===== config.mk =====
export PLATFORM = sky130hd
export DESIGN_NAME = pc_redirect_unit
export DESIGN_NICKNAME = d
export VERILOG_FILES = /design/src/rtl/pc_defs.sv /design/src/rtl/npc_target_calc.sv /design/src/rtl/pc_redirect_unit.sv
export SDC_FILE = /design/constraint.sdc
export NUM_CORES = 1
export LEC_CHECK = 0
export CAP_MARGIN = 20
export CORE_ASPECT_RATIO = 0.7
export CORE_MARGIN = 2
export CORE_UTILIZATION = 54
export CTS_CLUSTER_SIZE = 24
export DETAILED_ROUTE_END_ITERATION = 16
export GPL_ROUTABILITY_DRIVEN = 0
export PLACE_DENSITY = 0.85
export SLEW_MARGIN = 20
export SYNTH_ARGS = -nofsm -noshare
export SYNTH_HDL_FRONTEND = slang
export SYNTH_HIERARCHICAL = 1
export SYNTH_SLANG_ARGS = --single-unit

===== constraint.sdc =====
create_clock -name clk -period 10.2 [get_ports clk]
set_input_delay 2.04 -clock clk [delete_from_list [all_inputs] [get_ports clk]]
set_output_delay 2.04 -clock clk [all_outputs]
set_load 0.02 [all_outputs]

===== src/rtl/pc_defs.sv =====
// Shared definitions for the fetch-stage PC unit: next-PC op encodings and default addresses.
package pc_defs;

  typedef enum logic [1:0] {
    NPC_SEQ = 2'b00,
    NPC_J   = 2'b01,
    NPC_BR  = 2'b10,
    NPC_JR  = 2'b11
  } npc_op_e;

  localparam logic [31:0] RESET_PC_DEF = 32'h0000_3000;
  localparam logic [31:0] EXC_VEC_DEF  = 32'h0000_4180;

endpackage


===== src/rtl/npc_target_calc.sv =====
// Combinational redirect target for J/JAL, conditional branch and JR/JALR, plus an effective
// flag that is low for SEQ and for an untaken branch.
module npc_target_calc
  import pc_defs::*;
#(
  parameter int unsigned ADDR_W = 32
) (
  input  logic [1:0]        npc_op,
  input  logic              br_taken,
  input  logic [ADDR_W-1:0] pc_d,
  input  logic [25:0]       instr_index,
  input  logic [15:0]       imm16,
  input  logic [ADDR_W-1:0] rs_val,
  output logic [ADDR_W-1:0] target,
  output logic              effective
);

  // Bits above the 256 MB jump region are kept from the delay-slot PC.
  localparam logic [ADDR_W-1:0] RegionMask = ~ADDR_W'(28'hFFF_FFFF);

  logic [ADDR_W-1:0] pc_plus4;
  logic [ADDR_W-1:0] br_off;
  logic [ADDR_W-1:0] j_tgt;

  assign pc_plus4 = pc_d + ADDR_W'(4);
  assign br_off   = {{(ADDR_W - 18){imm16[15]}}, imm16, 2'b00};
  assign j_tgt    = (pc_plus4 & RegionMask) | ADDR_W'({instr_index, 2'b00});

  always_comb begin
    target    = pc_plus4;
    effective = 1'b0;
    unique case (npc_op_e'(npc_op))
      NPC_SEQ: begin
        target    = pc_plus4;
        effective = 1'b0;
      end
      NPC_J: begin
        target    = j_tgt;
        effective = 1'b1;
      end
      NPC_BR: begin
        target    = pc_plus4 + br_off;
        effective = br_taken;
      end
      NPC_JR: begin
        target    = rs_val;
        effective = 1'b1;
      end
    endcase
  end

endmodule


===== src/rtl/pc_redirect_unit.sv =====
// Fetch PC register with stall hold, one-deep pending-redirect buffer and address-error flag.
// Optional exception/eret redirect enabled by defining PC_EXC_EN.
module pc_redirect_unit
  import pc_defs::*;
#(
  parameter int unsigned     ADDR_W   = 32,
  parameter logic [ADDR_W-1:0] RESET_PC = ADDR_W'(RESET_PC_DEF),
  parameter logic [ADDR_W-1:0] EXC_VEC  = ADDR_W'(EXC_VEC_DEF)
) (
  input  logic              clk,
  input  logic              reset_n,
  input  logic              stall,
  input  logic              redirect_valid,
  input  logic [1:0]        npc_op,
  input  logic              br_taken,
  input  logic [ADDR_W-1:0] pc_d,
  input  logic [25:0]       instr_index,
  input  logic [15:0]       imm16,
  input  logic [ADDR_W-1:0] rs_val,
`ifdef PC_EXC_EN
  input  logic              exc_req,
  input  logic              eret_req,
  input  logic [ADDR_W-1:0] epc,
`endif
  output logic [ADDR_W-1:0] pc_f,
  output logic [ADDR_W-1:0] pc4_f,
  output logic              redirect_pending,
  output logic              addr_err
);

  logic [ADDR_W-1:0] fetch_pc_q, fetch_pc_d;
  logic              pend_q, pend_d;
  logic [ADDR_W-1:0] pend_tgt_q, pend_tgt_d;
  logic [ADDR_W-1:0] tgt;
  logic              tgt_eff;

  npc_target_calc #(
    .ADDR_W(ADDR_W)
  ) u_npc_target_calc (
    .npc_op     (npc_op),
    .br_taken   (br_taken),
    .pc_d       (pc_d),
    .instr_index(instr_index),
    .imm16      (imm16),
    .rs_val     (rs_val),
    .target     (tgt),
    .effective  (tgt_eff)
  );

`ifndef PC_EXC_EN
  logic unused_exc_vec;
  assign unused_exc_vec = ^EXC_VEC;
`endif

  always_comb begin
    fetch_pc_d = fetch_pc_q + ADDR_W'(4);
    pend_d     = pend_q;
    pend_tgt_d = pend_tgt_q;
`ifdef PC_EXC_EN
    if (exc_req) begin
      fetch_pc_d = EXC_VEC;
      pend_d     = 1'b0;
    end else if (eret_req) begin
      fetch_pc_d = epc;
      pend_d     = 1'b0;
    end else
`endif
    if (stall) begin
      fetch_pc_d = fetch_pc_q;
      if (redirect_valid && tgt_eff) begin
        pend_d     = 1'b1;
        pend_tgt_d = tgt;
      end
    end else if (redirect_valid && tgt_eff) begin
      // A live redirect is younger than anything buffered, so it wins.
      fetch_pc_d = tgt;
      pend_d     = 1'b0;
    end else if (pend_q) begin
      fetch_pc_d = pend_tgt_q;
      pend_d     = 1'b0;
    end
  end

  always_ff @(posedge clk) begin
    if (!reset_n) begin
      fetch_pc_q <= RESET_PC;
      pend_q     <= 1'b0;
      pend_tgt_q <= '0;
    end else begin
      fetch_pc_q <= fetch_pc_d;
      pend_q     <= pend_d;
      pend_tgt_q <= pend_tgt_d;
    end
  end

  assign pc_f             = fetch_pc_q;
  assign pc4_f            = fetch_pc_q + ADDR_W'(4);
  assign redirect_pending = pend_q;
  assign addr_err         = |fetch_pc_q[1:0];

endmodule


==> impl_summary.txt <==
----------------------------------------------------
[Logic synthesis]
  Cell accounting for the most synthesized area ... sky130_fd_sc_hd__dfxtp_1
  Post-synthesis sequential element count ... 65
  Proportion of netlist area held by the largest area contributor ... 0.1938
  Gate Count Post-Synth ... 896
  Fraction of registers with async set/reset ... 0
  Netlist area before placement ... ~0.0067 mm^2
  Synthesized net count ... around 1000
  Most numerous cell in the Yosys netlist ... sky130_fd_sc_hd__nand2_1
  Count of warnings emitted by yosys ... 6
  Share of synthesized area occupied by flip-flops and latches ... 0.1938
  Most frequently used flop master after synthesis ... sky130_fd_sc_hd__dfxtp_1
  Number of flops mapped to enable cells by yosys ... 0
  Most used standard cells in the synthesized netlist ... sky130_fd_sc_hd__nand2_1, sky130_fd_sc_hd__dfxtp_1, sky130_fd_sc_hd__a21oi_1, sky130_fd_sc_hd__nand3_1, sky130_fd_sc_hd__clkbuf_1
  Top post-synthesis cells by area ... sky130_fd_sc_hd__dfxtp_1, sky130_fd_sc_hd__mux4_2, sky130_fd_sc_hd__nand2_1
  Post-synthesis average cell area ... 7.492 um^2
  Distinct cell type count after synthesis ... 60

[Placement]
  Detailed placement HPWL ... 15870 um
  Pre-CTS worst setup slack ... around 3.6 ns
  Total placed cells including tap cells ... ~1200
  Port Buffer Count ... 178

[Worst setup path]
  CP Max Fanout ... 6
  CP peak stage delay ... between 0.6 and 0.7 ns
  Endpoint arrival time on the critical path ... between 6 and 7 ns
  Required time at the worst-slack endpoint ... 10.37 ns
  Cell type of the slowest stage on the worst timing path ... sky130_fd_sc_hd__nor3_1
  Startpoint types ... input port
  Classification of the worst setup path ... in2reg
  Worst path cell trace ... clkdlybuf4s50_1, ha_1, nand4_1, nor3_1, nand3_1, nor2_1, and3_1, xor2_1, ha_1, and3_1, nand2_1, o41ai_1, a211oi_1, o21ai_0, nor4b_1, nand2_1, nand2_1, a41oi_1
  Kind of end point of the critical path ... flop
  Most Frequent Cell on Critical Path ... sky130_fd_sc_hd__nand2_1

[Drt]
  DRT Pass-1 Iters ... 6
  Count of routing violations after the opening detailed-route iteration ... approximately 760
  Vias ... 7607
  Drt total wl ... roughly 22000 um
  Post-route ant nets ... 0
  # DRC ... 0
  Routed length per instance ... ~18 um
  Avg Vias per Cell ... 6.334

[Clock tree]
  Worst-Skew Late Latency ... approximately 0.33 ns
  Clk buf depth ... 2
  TritonCTS Sinks ... between 60 and 70
  Number of setup buffers added after CTS ... 0
  TritonCTS clock tree ... done
  H-tree depth ... 3
  Clock transition at the register clock pins on the worst setup and hold paths after CTS ... ~0.050 ns
  # resized after CTS ... 0
  Master cell of the clock root buffer ... sky130_fd_sc_hd__clkbuf_16
  Number of clock buffers inserted by TritonCTS ... 9
  Hold buffer count at CTS ... 0

[Floorplanning]
  Number of ports placed on the die boundary ... 179
  Total number of placement rows ... 34
  Area of the die ... between 0.01 and 0.015 mm^2
  Core outline area ... between 0.01 and 0.015 mm^2
  Height of the die ... between 90 and 100 um
  Initial Utilization ... 0.5460
  Die X-Extent ... approximately 140 um

[STA]
  Maximum clock frequency ... between 150 and 200 MHz
  Final clock skew ... 0.004056 ns
  Final critical delay including setup and external delays ... approximately 6.4 ns
  Period utilisation layout ... 0.6258
  Slack of the critical path ... 3.817 ns
  Worst rel slew slack ... 0.3116
  Total Neg Setup Slack ... 0 ns
  Finish-stage setup viols ... 0
  Transition time of the tightest slew-check pin ... 1.033 ns
  Number of endpoints with negative hold slack in the final report ... 0
  Unrepaired setup endpoints after global routing ... no
  Final-report max-slew violation count ... 0

[Finish]
  Net total in the final layout ... 1183
  Number of fill cells ... slightly below 1000
  Non-filler cells in the finished layout ... 1201
  Proportion of layout cells with a drive suffix above 1 ... 0.07218
  Footprint of the multi-input gates ... between 0.005 and 0.006 mm^2
  Area taken by flip-flops and latches ... 0.001301 mm^2
  Diodes inserted ... 0
  Synthesis-to-finish area growth ... 31.59%

[Global routing]
  Initial antenna violation count ... 0
  Global-route wire length before repair ... 34510 um
  Gr usage total ... 0.3218
  Pin count of the biggest net entering global routing ... 75
  Number of global-route vias before repair ... ~7000
  Aggregate global routing overflow ... 0

[Status]
  Run status ... complete, no violations

[Power and ir drop]
  Power density cells ... ~110 mW/mm^2
  Max rail drop VDD ... 0.08633 mV
  Static leakage power ... 3.251 nW

[Flow run]
  # Max-Cap Violations ... 0

[Worst hold path]
  HP Class ... reg2reg

----------------------------------------------------
## flip-flops by register name, summed over array words and instances, names as in the netlist
signal            flops
pc_f                 32
pend_tgt_q           32
redirect_pending      1
## cells in the final DEF, fill, tap and decap left out, types with 8 or more instances in the layout
cell | synthesis | layout
sky130_fd_sc_hd__nor3_1 | 18 | 18
sky130_fd_sc_hd__dfxtp_1 | 65 | 65
sky130_fd_sc_hd__nor4_1 | 9 | 9
sky130_fd_sc_hd__nand4_1 | 21 | 21
sky130_fd_sc_hd__buf_4 | 2 | 9
sky130_fd_sc_hd__xor2_1 | 34 | 34
sky130_fd_sc_hd__and2_1 | 8 | 8
sky130_fd_sc_hd__a21boi_0 | 37 | 37
sky130_fd_sc_hd__xnor2_1 | 42 | 42
sky130_fd_sc_hd__and4_1 | 9 | 9
sky130_fd_sc_hd__o21ai_0 | 46 | 46
sky130_fd_sc_hd__a21oi_1 | 59 | 59
sky130_fd_sc_hd__a21o_1 | 12 | 12
sky130_fd_sc_hd__nand2_1 | 145 | 144
sky130_fd_sc_hd__inv_1 | 31 | 31
sky130_fd_sc_hd__ha_1 | 35 | 35
sky130_fd_sc_hd__nand3_1 | 55 | 55
sky130_fd_sc_hd__clkbuf_16 | 0 | 9
sky130_fd_sc_hd__a31oi_1 | 13 | 13
sky130_fd_sc_hd__mux4_2 | 26 | 26
sky130_fd_sc_hd__nor2_1 | 50 | 49
sky130_fd_sc_hd__o211ai_1 | 12 | 12
sky130_fd_sc_hd__clkdlybuf4s50_1 | 0 | 176
sky130_fd_sc_hd__and3_1 | 14 | 14
## cell type report
cell class | count | share of cell area
Clock buffer | 14 | 0.03102
Clock inverter | 2 | 0.003966
Inverter | 31 | 0.01317
Multi-Input combinational cell | 740 | 0.5734
Sequential cell | 65 | 0.1473
Tap cell | 162 | 0.02295
Timing Repair Buffer | 187 | 0.2082
## worst paths after layout
check / startpoint / to / slack (ns) / cells past startpoint
hold / removal: pend_tgt_q[18]$_SDFFE_PN0P_ / pend_tgt_q[18]$_SDFFE_PN0P_ / 0.46 / 2
setup / recovery: pc_d[2] / pc_f[31]$_SDFFE_PN0N_ / 3.82 / 18
setup reg to reg: pc_f[6]$_SDFFE_PN0N_ / pc_f[21]$_SDFFE_PN0N_ / 7.64 / 5
hold reg to reg: pend_tgt_q[18]$_SDFFE_PN0P_ / pend_tgt_q[18]$_SDFFE_PN0P_ / 0.46 / 2
## cell families after synthesis
family                     count (synthesis)  share of synthesized area
and+or+nand+nor                          365                     0.2669
muxes                                     33                    0.09767
xor gates and xnor gates                  76                    0.09916
DFF                                       65                     0.1938
buffers and inverters                     91                    0.05238
AOI/OAI and AO/OA                        230                     0.2218
adders and majority gates                 36                    0.06822
## routing by layer
| metal | vias to the layer above | wire [um] | GRT usage |
|---|---|---|---|
| met5 | - | 0 | 0 |
| met4 | 0 | 484 | 0.1007 |
| met3 | 42 | 2108 | 0.05321 |
| met2 | 491 | 9571 | 0.4937 |
| met1 | 3534 | 9637 | 0.4607 |
| li1 | 3540 | - | - |
## worst max-delay path, delay by kind of cell
kind	cells	cell delay, ns
compound gates	4	0.87
fa+ha+maj	2	0.52
buf+inv	1	0.51
simple gates	10	2.40
xor+xnor	1	0.23
## power breakdown
group | internal [W] | total (W) | switching (W)
Clock | 0.000209 | 0.000320 | 0.000112
Sequential | 0.000270 | 0.000289 | 0.0000196
Combinational | 0.000170 | 0.000361 | 0.000191
## metrics by stage
step / power, W / instance area [um^2] / hold WS (ns) / util
after floorplan: 0.0005061 / 6713 / 0.4390 / -
after global placement: 0.0006398 / 8522 / 0.4499 / 0.6932
after global routing: 0.001010 / 8833 / 0.4920 / 0.7185
final: 0.0009704 / 8833 / 0.4635 / 0.7185
after CTS: 0.0009650 / 8831 / 0.4652 / 0.7183
after detailed placement: 0.0006445 / 8522 / 0.4580 / 0.6932
Note: power is estimated with default switching activity, not from simulation.
